### src/rtl/traffic_pkg.sv
// Shared types and sizing helpers for the N-way traffic-light controller.
// The WALK state only exists when PED_WALK_EN is defined.
package traffic_pkg;

    typedef enum logic [1:0] {
        ALL_RED = 2'd0,
        GREEN   = 2'd1,
        YELLOW  = 2'd2
`ifdef PED_WALK_EN
        ,
        WALK    = 2'd3
`endif
    } state_t;

    // One-hot lamp code per approach: {red, yellow, green}
    typedef logic [2:0] lamp_t;
    localparam lamp_t LAMP_RED    = 3'b100;
    localparam lamp_t LAMP_YELLOW = 3'b010;
    localparam lamp_t LAMP_GREEN  = 3'b001;

    function automatic int max_of(input int a, input int b);
        return (a > b) ? a : b;
    endfunction

    // Bits needed to hold 0..n-1, never less than one.
    function automatic int width_for(input int n);
        return (n <= 2) ? 1 : $clog2(n);
    endfunction

endpackage

### src/rtl/traffic_light_ctrl_nway_tick_prescaler.sv
// Slow-tick prescaler: one-cycle tick strobe every TICK_DIV enabled fast_clk cycles.
module tick_prescaler
    import traffic_pkg::*;
#(
    parameter int TICK_DIV = 1000
) (
    input  logic fast_clk,
    input  logic rst,
    input  logic en,
    output logic tick
);

    localparam int            CNT_W = width_for(TICK_DIV);
    localparam logic [CNT_W-1:0] LAST = CNT_W'(TICK_DIV - 1);

    logic [CNT_W-1:0] count;

    always_ff @(posedge fast_clk or posedge rst) begin
        if (rst) begin
            count <= '0;
        end else if (en) begin
            count <= (count == LAST) ? '0 : count + 1'b1;
        end
    end

    assign tick = en && (count == LAST);

endmodule

### src/rtl/traffic_light_ctrl_nway.sv
// Round-robin N-direction traffic-light phase sequencer with demand skipping and green hold.
// Optional pedestrian WALK phase is built when PED_WALK_EN is defined.
module traffic_light_ctrl_nway
    import traffic_pkg::*;
#(
    parameter int NUM_DIR      = 4,
    parameter int TICK_DIV     = 1000,
    parameter int GREEN_TICKS  = 20,
    parameter int YELLOW_TICKS = 4,
    parameter int ALLRED_TICKS = 2,
    parameter int WALK_TICKS   = 10
) (
    input  logic                       fast_clk,
    input  logic                       rst,
    input  logic                       en,
    input  logic [NUM_DIR-1:0]         demand,
`ifdef PED_WALK_EN
    input  logic                       ped_req,
    output logic                       walk,
`endif
    output logic [NUM_DIR-1:0]         red,
    output logic [NUM_DIR-1:0]         yellow,
    output logic [NUM_DIR-1:0]         green,
    output logic [$clog2(NUM_DIR)-1:0] dir,
    output logic                       tick
);

    localparam int DIR_W = $clog2(NUM_DIR);
    localparam int CNT_W = width_for(max_of(TICK_DIV, max_of(GREEN_TICKS,
                           max_of(YELLOW_TICKS, max_of(ALLRED_TICKS, WALK_TICKS)))));

    localparam logic [CNT_W-1:0] GREEN_LAST  = CNT_W'(GREEN_TICKS - 1);
    localparam logic [CNT_W-1:0] YELLOW_LAST = CNT_W'(YELLOW_TICKS - 1);
    localparam logic [CNT_W-1:0] ALLRED_LAST = CNT_W'(ALLRED_TICKS - 1);
    localparam logic [CNT_W-1:0] WALK_LAST   = CNT_W'(WALK_TICKS - 1);
    localparam logic [NUM_DIR-1:0] ONE_HOT0  = NUM_DIR'(1);

    state_t             state_q, state_d;
    logic [DIR_W-1:0]   dir_q, dir_d;
    logic [CNT_W-1:0]   timer_q, timer_d;
    logic [CNT_W-1:0]   dur_last;
    logic [NUM_DIR-1:0] red_d, yellow_d, green_d;
    logic [NUM_DIR-1:0] others;
    logic               slow_tick;
    logic               ped_pending;
    logic               walk_start;

    tick_prescaler #(
        .TICK_DIV (TICK_DIV)
    ) u_prescaler (
        .fast_clk (fast_clk),
        .rst      (rst),
        .en       (en),
        .tick     (slow_tick)
    );

    assign tick = slow_tick;

    // First demanding approach after cur (wrapping, cur itself last); cur+1 when nobody waits.
    function automatic logic [DIR_W-1:0] next_dir(input logic [DIR_W-1:0]   cur,
                                                  input logic [NUM_DIR-1:0] dem);
        logic [2*NUM_DIR-1:0] rot;
        logic [DIR_W-1:0]     pick;
        rot  = {dem, dem} >> (int'(cur) + 1);
        pick = DIR_W'((int'(cur) + 1) % NUM_DIR);
        for (int i = NUM_DIR - 1; i >= 0; i--) begin
            if (rot[i]) pick = DIR_W'((int'(cur) + 1 + i) % NUM_DIR);
        end
        return pick;
    endfunction

    always_comb begin
        dur_last = ALLRED_LAST;
        case (state_q)
            GREEN:   dur_last = GREEN_LAST;
            YELLOW:  dur_last = YELLOW_LAST;
`ifdef PED_WALK_EN
            WALK:    dur_last = WALK_LAST;
`endif
            default: dur_last = ALLRED_LAST;
        endcase
    end

    assign others = demand & ~(ONE_HOT0 << dir_q);

    always_comb begin
        state_d    = state_q;
        dir_d      = dir_q;
        timer_d    = timer_q;
        walk_start = 1'b0;
        if (slow_tick) begin
            if (timer_q == dur_last) begin
                timer_d = '0;
                case (state_q)
                    ALL_RED: begin
`ifdef PED_WALK_EN
                        if (ped_pending) begin
                            state_d    = WALK;
                            walk_start = 1'b1;
                        end else begin
                            state_d = GREEN;
                            dir_d   = next_dir(dir_q, demand);
                        end
`else
                        state_d = GREEN;
                        dir_d   = next_dir(dir_q, demand);
`endif
                    end
                    // Hold green only when this approach is the sole one waiting
                    GREEN: begin
                        if (demand == '0 || others != '0) state_d = YELLOW;
                    end
                    YELLOW:  state_d = ALL_RED;
                    default: state_d = ALL_RED;
                endcase
            end else begin
                timer_d = timer_q + 1'b1;
            end
        end
    end

    // Lamps are decoded from the next state so they switch on the expiry edge itself
    always_comb begin
        lamp_t lamp;
        red_d    = '0;
        yellow_d = '0;
        green_d  = '0;
        for (int i = 0; i < NUM_DIR; i++) begin
            lamp = LAMP_RED;
            if (dir_d == DIR_W'(i)) begin
                if (state_d == GREEN)  lamp = LAMP_GREEN;
                if (state_d == YELLOW) lamp = LAMP_YELLOW;
            end
            red_d[i]    = (lamp == LAMP_RED);
            yellow_d[i] = (lamp == LAMP_YELLOW);
            green_d[i]  = (lamp == LAMP_GREEN);
        end
    end

    always_ff @(posedge fast_clk or posedge rst) begin
        if (rst) begin
            state_q <= ALL_RED;
            dir_q   <= DIR_W'(NUM_DIR - 1);
            timer_q <= '0;
            red     <= '1;
            yellow  <= '0;
            green   <= '0;
        end else begin
            state_q <= state_d;
            dir_q   <= dir_d;
            timer_q <= timer_d;
            red     <= red_d;
            yellow  <= yellow_d;
            green   <= green_d;
        end
    end

    assign dir = dir_q;

`ifdef PED_WALK_EN
    // A request coinciding with WALK entry is kept for the following cycle of service
    always_ff @(posedge fast_clk or posedge rst) begin
        if (rst) begin
            ped_pending <= 1'b0;
            walk        <= 1'b0;
        end else begin
            ped_pending <= (ped_pending && !walk_start) || ped_req;
            walk        <= (state_d == WALK);
        end
    end
`else
    assign ped_pending = 1'b0;
`endif

endmodule

### config.mk
export PLATFORM = sky130hd
export DESIGN_NAME = traffic_light_ctrl_nway
export DESIGN_NICKNAME = d
export VERILOG_FILES = /design/src/rtl/traffic_pkg.sv /design/src/rtl/traffic_light_ctrl_nway_tick_prescaler.sv /design/src/rtl/traffic_light_ctrl_nway.sv
export SDC_FILE = /design/constraint.sdc
export NUM_CORES = 1
export LEC_CHECK = 0
export BUFFER_PORTS_ARGS = -buffer_cell sky130_fd_sc_hd__buf_2
export CAP_MARGIN = 20
export CELL_PAD_IN_SITES_DETAIL_PLACEMENT = 1
export CELL_PAD_IN_SITES_GLOBAL_PLACEMENT = 2
export CORE_MARGIN = 4
export CORE_UTILIZATION = 33
export DETAILED_ROUTE_END_ITERATION = 12
export PLACE_DENSITY = 0.72
export RECOVER_POWER = 25
export SYNTH_ARGS = -nofsm -noshare
export SYNTH_HDL_FRONTEND = slang
export SYNTH_SLANG_ARGS = --single-unit
### constraint.sdc
create_clock -name fast_clk -period 2.7 [get_ports fast_clk]
set_clock_uncertainty 0.05 [all_clocks]
set_input_delay 0.54 -clock fast_clk [delete_from_list [all_inputs] [get_ports fast_clk]]
set_output_delay 0.54 -clock fast_clk [all_outputs]
set_load 0.05 [all_outputs]
Word-level counts from Yosys, hierarchy flattened
Cells that the tools add are included.
{ "word_totals": {"output_inout_bits": 15, "reg_bits": 36} }
{ "op_classes": {"muxes": 20, "shifts": 2, "reduce_logical": 6, "eq_ne": 21, "add_sub_neg": 6, "bitwise": 2} }
{ "ops": {"columns": ["cell", "n"], "rows": [
  ["$add 10x1->10 const B", 2],
  ["$mux 10", 2],
  ["$mux 2", 10],
  ["$mux 3", 6],
  ["$eq 3x1->1 const B", 4],
  ["$eq 3x2->1 const B", 4],
  ["$eq 3x3->1 const B", 4],
  ["$eq 10x10->1", 1],
  ["$eq 10x10->1 const B", 1],
  ["$pmux 5 s2", 1],
  ["$eq 2x2->1 const B", 4],
  ["$shr 8x3->4", 1],
  ["$eq 2x1->1 const B", 3],
  ["$add 2x2->2 const B", 2],
  ["$and 4x4->4", 1],
  ["$logic_not 2->1", 2],
  ["$logic_not 4->1", 1],
  ["$not 4->4", 1],
  ["$pmux 2 s2", 1],
  ["$reduce_bool 4->1", 1],
  ["$shl 1x2->4 const A", 1],
  ["$add 2x1->3 const B", 1],
  ["$add 2x1->2 const B", 1],
  ["$logic_and 1x1->1", 1],
  ["$logic_or 1x1->1", 1]
]} }

Logic depth before layout (Yosys ltp)
{ "depth": {"depth_word": 14, "mapped_depth": 12, "ltp_nobuf": 12} }

By module
Synthesis repeated with hierarchy kept, for this count alone.
{ "unflattened": {"hier_cells": 211, "area_unflattened_um2": 2074.5} }
{ "modules_own_cells": {"columns": ["mod", "instances", "cells_per_inst", "area_each_um2", "seq_area_each_um2"], "rows": [
  ["traffic_light_ctrl_nway", 1, 158, 1527.7, 658.1],
  ["tick_prescaler", 1, 53, 546.8, 250.2]
]} }

Worst setup path before layout
OpenSTA, ideal clock, no wires.
{ "synth_timing": {"path_kind": "register -> register", "startpoint": "register dir_q[0], in the netlist dir[0]", "endpoint": "register red[3]", "period_less_slack_ps": 2743, "required_ps": 2590, "slack_ps": -43, "arrival_ps": 2632, "stages_incl_launch_ff": 10, "cell_sequence": "dfstp_2 -> buf_2 -> clkinv_1 -> ha_1 -> inv_1 -> or2_2 -> o32ai_1 -> nor3_1 -> a221oi_2 -> or2_1"} }
{ "synth_between": {"elab_chain_cells": 14, "elab_cells_between_ends": 28, "classes_between": "4 x add/sub; 4 x eq/ne; 2 x shift; 14 x mux; 2 x bitwise; 2 x reduce/logical"} }
{ "synth_rtl": {"columns": ["item", "line", "rtl"], "rows": [
  ["start, declared", "traffic_light_ctrl_nway.sv:39", "logic [DIR_W-1:0] dir_q, dir_d;"],
  ["start signal, assigned", "traffic_light_ctrl_nway.sv:143", "dir_q <= DIR_W'(NUM_DIR - 1);"],
  ["start signal, assigned", "traffic_light_ctrl_nway.sv:150", "dir_q <= dir_d;"],
  ["parallel branches: the longest is 12 deep, another holds $add 2x1->3", null, null],
  ["$mux 3 (*)", "traffic_light_ctrl_nway.sv:130", "if (dir_d == DIR_W'(i)) begin"],
  ["$eq 3x3->1 (*)", "traffic_light_ctrl_nway.sv:134", "red_d[i] = (lamp == LAMP_RED);"],
  ["via red_d[3]", "traffic_light_ctrl_nway.sv:42", "logic [NUM_DIR-1:0] red_d, yellow_d, green_d;"],
  ["end signal, assigned", "traffic_light_ctrl_nway.sv:152", "red <= red_d;"],
  ["end, declared", "traffic_light_ctrl_nway.sv:21", "output logic [NUM_DIR-1:0] red,"]
]} }
Mark *: on every way through the listed nets, which the timed path passes.
A chain may end at the register's enable or synchronous reset.

Worst setup path after layout
{ "layout_timing": {"startpoint": "register timer_q[9]", "endpoint": "register red[0]"} }
{ "layout_between": {"elab_chain_cells": 8, "elab_cells_between_ends": 12, "classes_between": "4 x eq/ne; 7 x mux; 1 x reduce/logical"} }
{ "layout_rtl": {"columns": ["item", "line", "rtl"], "rows": [
  ["start, declared", "traffic_light_ctrl_nway.sv:40", "logic [CNT_W-1:0] timer_q, timer_d;"],
  ["start signal, assigned", "traffic_light_ctrl_nway.sv:151", "timer_q <= timer_d;"],
  ["$eq 10x10->1 (*)", "traffic_light_ctrl_nway.sv:92", "if (timer_q == dur_last) begin"],
  ["$mux 2 (*)", "traffic_light_ctrl_nway.sv:92", null],
  ["$mux 2 (*)", "traffic_light_ctrl_nway.sv:91", "if (slow_tick) begin"],
  ["via state_d[1]", "traffic_light_ctrl_nway.sv:38", "state_t state_q, state_d;"],
  ["$eq 2x1->1", "traffic_light_ctrl_nway.sv:131", "if (state_d == GREEN) lamp = LAMP_GREEN;"],
  ["$mux 3", "traffic_light_ctrl_nway.sv:131", null],
  ["$mux 3 (*)", "traffic_light_ctrl_nway.sv:132", "if (state_d == YELLOW) lamp = LAMP_YELLOW;"],
  ["$mux 3 (*)", "traffic_light_ctrl_nway.sv:130", null],
  ["$eq 3x3->1 (*)", "traffic_light_ctrl_nway.sv:134", null],
  ["via red_d[0]", "traffic_light_ctrl_nway.sv:42", null]
]} }
Mark *: on every way through the listed nets, which the timed path passes. The rest lies on a longest branch.

==> results.ini <==
[power_and_ir_drop]
p_sw_frac=0.263
internal-power_uw=934
power_mw=1.27
pwr_density_cell_mw_per_mm2=519
p_comb_frac=0.116
p_seq_frac=0.516
vdd_drop_max_mv=0.402
leakagePower_nw=1.11
pwr-share-clk=0.368
switching_power_uw=333

[logic_synthesis]
synth_flop_cell=dfrtp_1
syn_avg_cell_area_um2=10.1
ys_seq_area_frac=0.454
async_flop_share=1.00
synthesis.area_mm2=0.00200
synth_warnings=0
yosys_register_bits=36
synth.distinct_cells=50
syn-num-nets=216
synth_edf_count=0
syn-instance-count=198

[critical_path]
reg2reg_slack_ps=170
path_class=register to register
worst_setup_path_end_kind=register
r2r_cells=8
crit_fanout=4
required_ps=2870
crit_path_start_kind=register
reg2reg_to=red[0]$_DFF_PP1_
r2r-start=timer_q[9]$_DFFE_PP0P_
arrival_ps=2700

[global_route]
grt_pass1_wl_um=7390
overflow=0
grt_pass1_vias=1633
grt_max_degree=37
grt_usage=0.126
grt_antenna_before_repair=0

[hold_path]
min_from=timer_q[9]$_DFFE_PP0P_
whs_endpoint=timer_q[9]$_DFFE_PP0P_
hold_path_depth=1
worstHoldPathType=register to register

[clocking]
cts-root-buf=clkbuf_8
clock_sinks=36
ctsLongestPathBuffers=2
clkSlewWorstSetupHoldPaths_ps=70
worst_skew_pair.late_latency_ps=290
cts_hold_buf=0
cts_tree=done
cts_htree_levels=2
cts_buffers=5

[routing]
drc_errors=0
wire_per_inst_um=13.7
wl_um=4310
drtIter0Drc=46
viasPerCell=5.06
drtPass1Iterations=4
vias=1595
drtAntennaViolNets=0

[timing]
rsz0062_at_grt=no
finalHoldViolCount=0
max_freq_ghz=0.396
period_share=0.936
period_minus_slack_ps=2530
relSlewSlack=-0.253
tightest_slew_ps=1880
setup_tns_ps=0
drv_slew=37
setup_violations=0

[finish]
drive_above_1_share=0.279
multiInputGateArea_mm2=0.00104
insertedDiodeCount=0
fin_cells=315
utilization=0.413
seq_area_um2=908
fin_nets=257
fill_cells=683
syn2layout_area_growth_pct=22.1

[floorplan]
core_mm2=0.00592
die_h_um=85.9
start_util=0.338
fp.dieW_um=85.9
die-area_mm2=0.00738
ios=22
num_rows=28

[job]
maxCapViolCount=1

[place]
routabilityCongestion=0.721
post-dp-hpwl_um=3310
dpl.cell_count=307
io_buffers=21

[run_status]
status=finished with violations
violations=capacitance limit, slew limit

==> per-layer routing <==
layer	global-route usage	part of all wire	up-vias
met5	0	0	-
met4	0.0374	0.011	0
met1	0.147	0.46	786
li1	-	-	777
met2	0.213	0.48	25
met3	0.0480	0.048	7
==> placed cells by master, fill, tap and decap left out, types with 2 or more instances in the layout <==
cell type,Yosys,final
nand2b_1,3,3
nor2b_1,3,3
nand3_1,3,3
clkbuf_1,2,2
xnor2_1,10,10
inv_1,14,14
o22ai_1,2,2
a21oi_1,8,8
dfrtp_1,30,30
ha_1,11,11
o31ai_1,3,3
nor3_1,3,3
and3_1,4,4
o21bai_1,2,2
or2_2,3,3
buf_4,0,16
o21ai_0,7,6
nor2_1,22,22
clkbuf_8,0,5
o221ai_1,2,2
or2_1,3,3
buf_2,2,20
nand2_1,12,12
nand4_1,7,7
xor2_1,8,8
dfstp_2,6,6
==> power by group through the flow <==
stage	sequential (mW)	clock [mW]	combinational, mW
floorplan	0.644	0	0.116
global placement	0.661	0	0.145
detailed placement	0.664	0	0.152
CTS	0.654	0.483	0.152
global route	0.662	0.513	0.167
finish	0.654	0.467	0.147
==> critical path: stages, from the launching register on <==
cell,delay [ps]
dfrtp_1,400
or4b_4,560
nor4_4,300
nand2_1,140
nor2_1,120
o22a_1,200
ha_1,270
nor3b_2,180
or2_1,240
==> through the flow <==
step	instance area (µm²)	worst slack (ps)	hold slack [ps]
after floorplan	2010	23.2	393
after global placement	2320	76.3	404
after detailed placement	2320	12.3	429
after CTS	2440	53.8	306
after global routing	2440	7.20	464
final	2440	172	440
==> area by class of cell <==
class / count / share of cell area
inverter: 15 / 0.0230
timing repair buffer: 38 / 0.0963
clock buffer: 6 / 0.0297
sequential: 36 / 0.372
tap: 75 / 0.0384
clock inverter: 2 / 0.0143
multi-input combinational: 143 / 0.427
==> worst max-delay path by stage <==
stage                      startpoint                 end  slack, ps  cells after the start
2_1_floorplan        dir[0]$_DFF_PP1_    red[0]$_DFF_PP1_         20                      9
3_3_place_gp   timer_q[9]$_DFFE_PP0P_    red[1]$_DFF_PP1_         80                      9
3_5_place_dp   timer_q[9]$_DFFE_PP0P_    red[0]$_DFF_PP1_         10                      9
4_1_cts        timer_q[9]$_DFFE_PP0P_    red[0]$_DFF_PP1_         50                      9
5_1_grt        timer_q[9]$_DFFE_PP0P_  green[3]$_DFF_PP0_          7                      9
6_report       timer_q[9]$_DFFE_PP0P_    red[0]$_DFF_PP1_        170                      8
==> sequential cells by signal, summed over array words and instances (netlist names) <==
register and cells:
red 4, yellow 4, state_q 2, u_prescaler.count 10, timer_q 10, green 4, dir 2
==> Yosys cell counts, drive strengths merged (2+ instances only) <==
| master | count | area share |
|---|---|---|
| nor2 | 23 | 0.044 |
| dfstp | 6 | 0.079 |
| inv | 14 | 0.026 |
| nor3 | 3 | 0.0075 |
| nand2 | 12 | 0.022 |
| a21oi | 8 | 0.020 |
| o31ai | 3 | 0.011 |
| o21bai | 2 | 0.0075 |
| dfrtp | 30 | 0.38 |
| nand4 | 7 | 0.022 |
| o22ai | 2 | 0.0062 |
| xnor2 | 10 | 0.044 |
| o221ai | 2 | 0.0088 |
| xor2 | 8 | 0.035 |
| or2 | 6 | 0.019 |
| nor2b | 3 | 0.0094 |
| o21ai | 7 | 0.017 |
| clkbuf | 2 | 0.0038 |
| a221oi | 2 | 0.012 |
| buf | 2 | 0.0050 |
| nand2b | 3 | 0.0094 |
| nor4 | 3 | 0.017 |
| ha | 11 | 0.069 |
| and3 | 5 | 0.018 |
| nor3b | 2 | 0.0075 |
| nand3 | 4 | 0.016 |
==> kinds of logic after synthesis <==
group,after synthesis,synth area share
AO/OA/AOI/OAI,35,0.131
XOR/XNOR,18,0.0787
adder cells (fa/ha/maj),11,0.0687
buffers and inverters,19,0.0369
flip-flops,36,0.454
multiplexers,1,0.00500
AND/OR/NAND/NOR,78,0.226
==> what timing repair did <==
item,CTS,global route
setup buffers,0,0
setup endpoints to repair,1,13
gates resized for setup,1,5
pin swaps,0,2
Power figures use the tool's default switching activity.
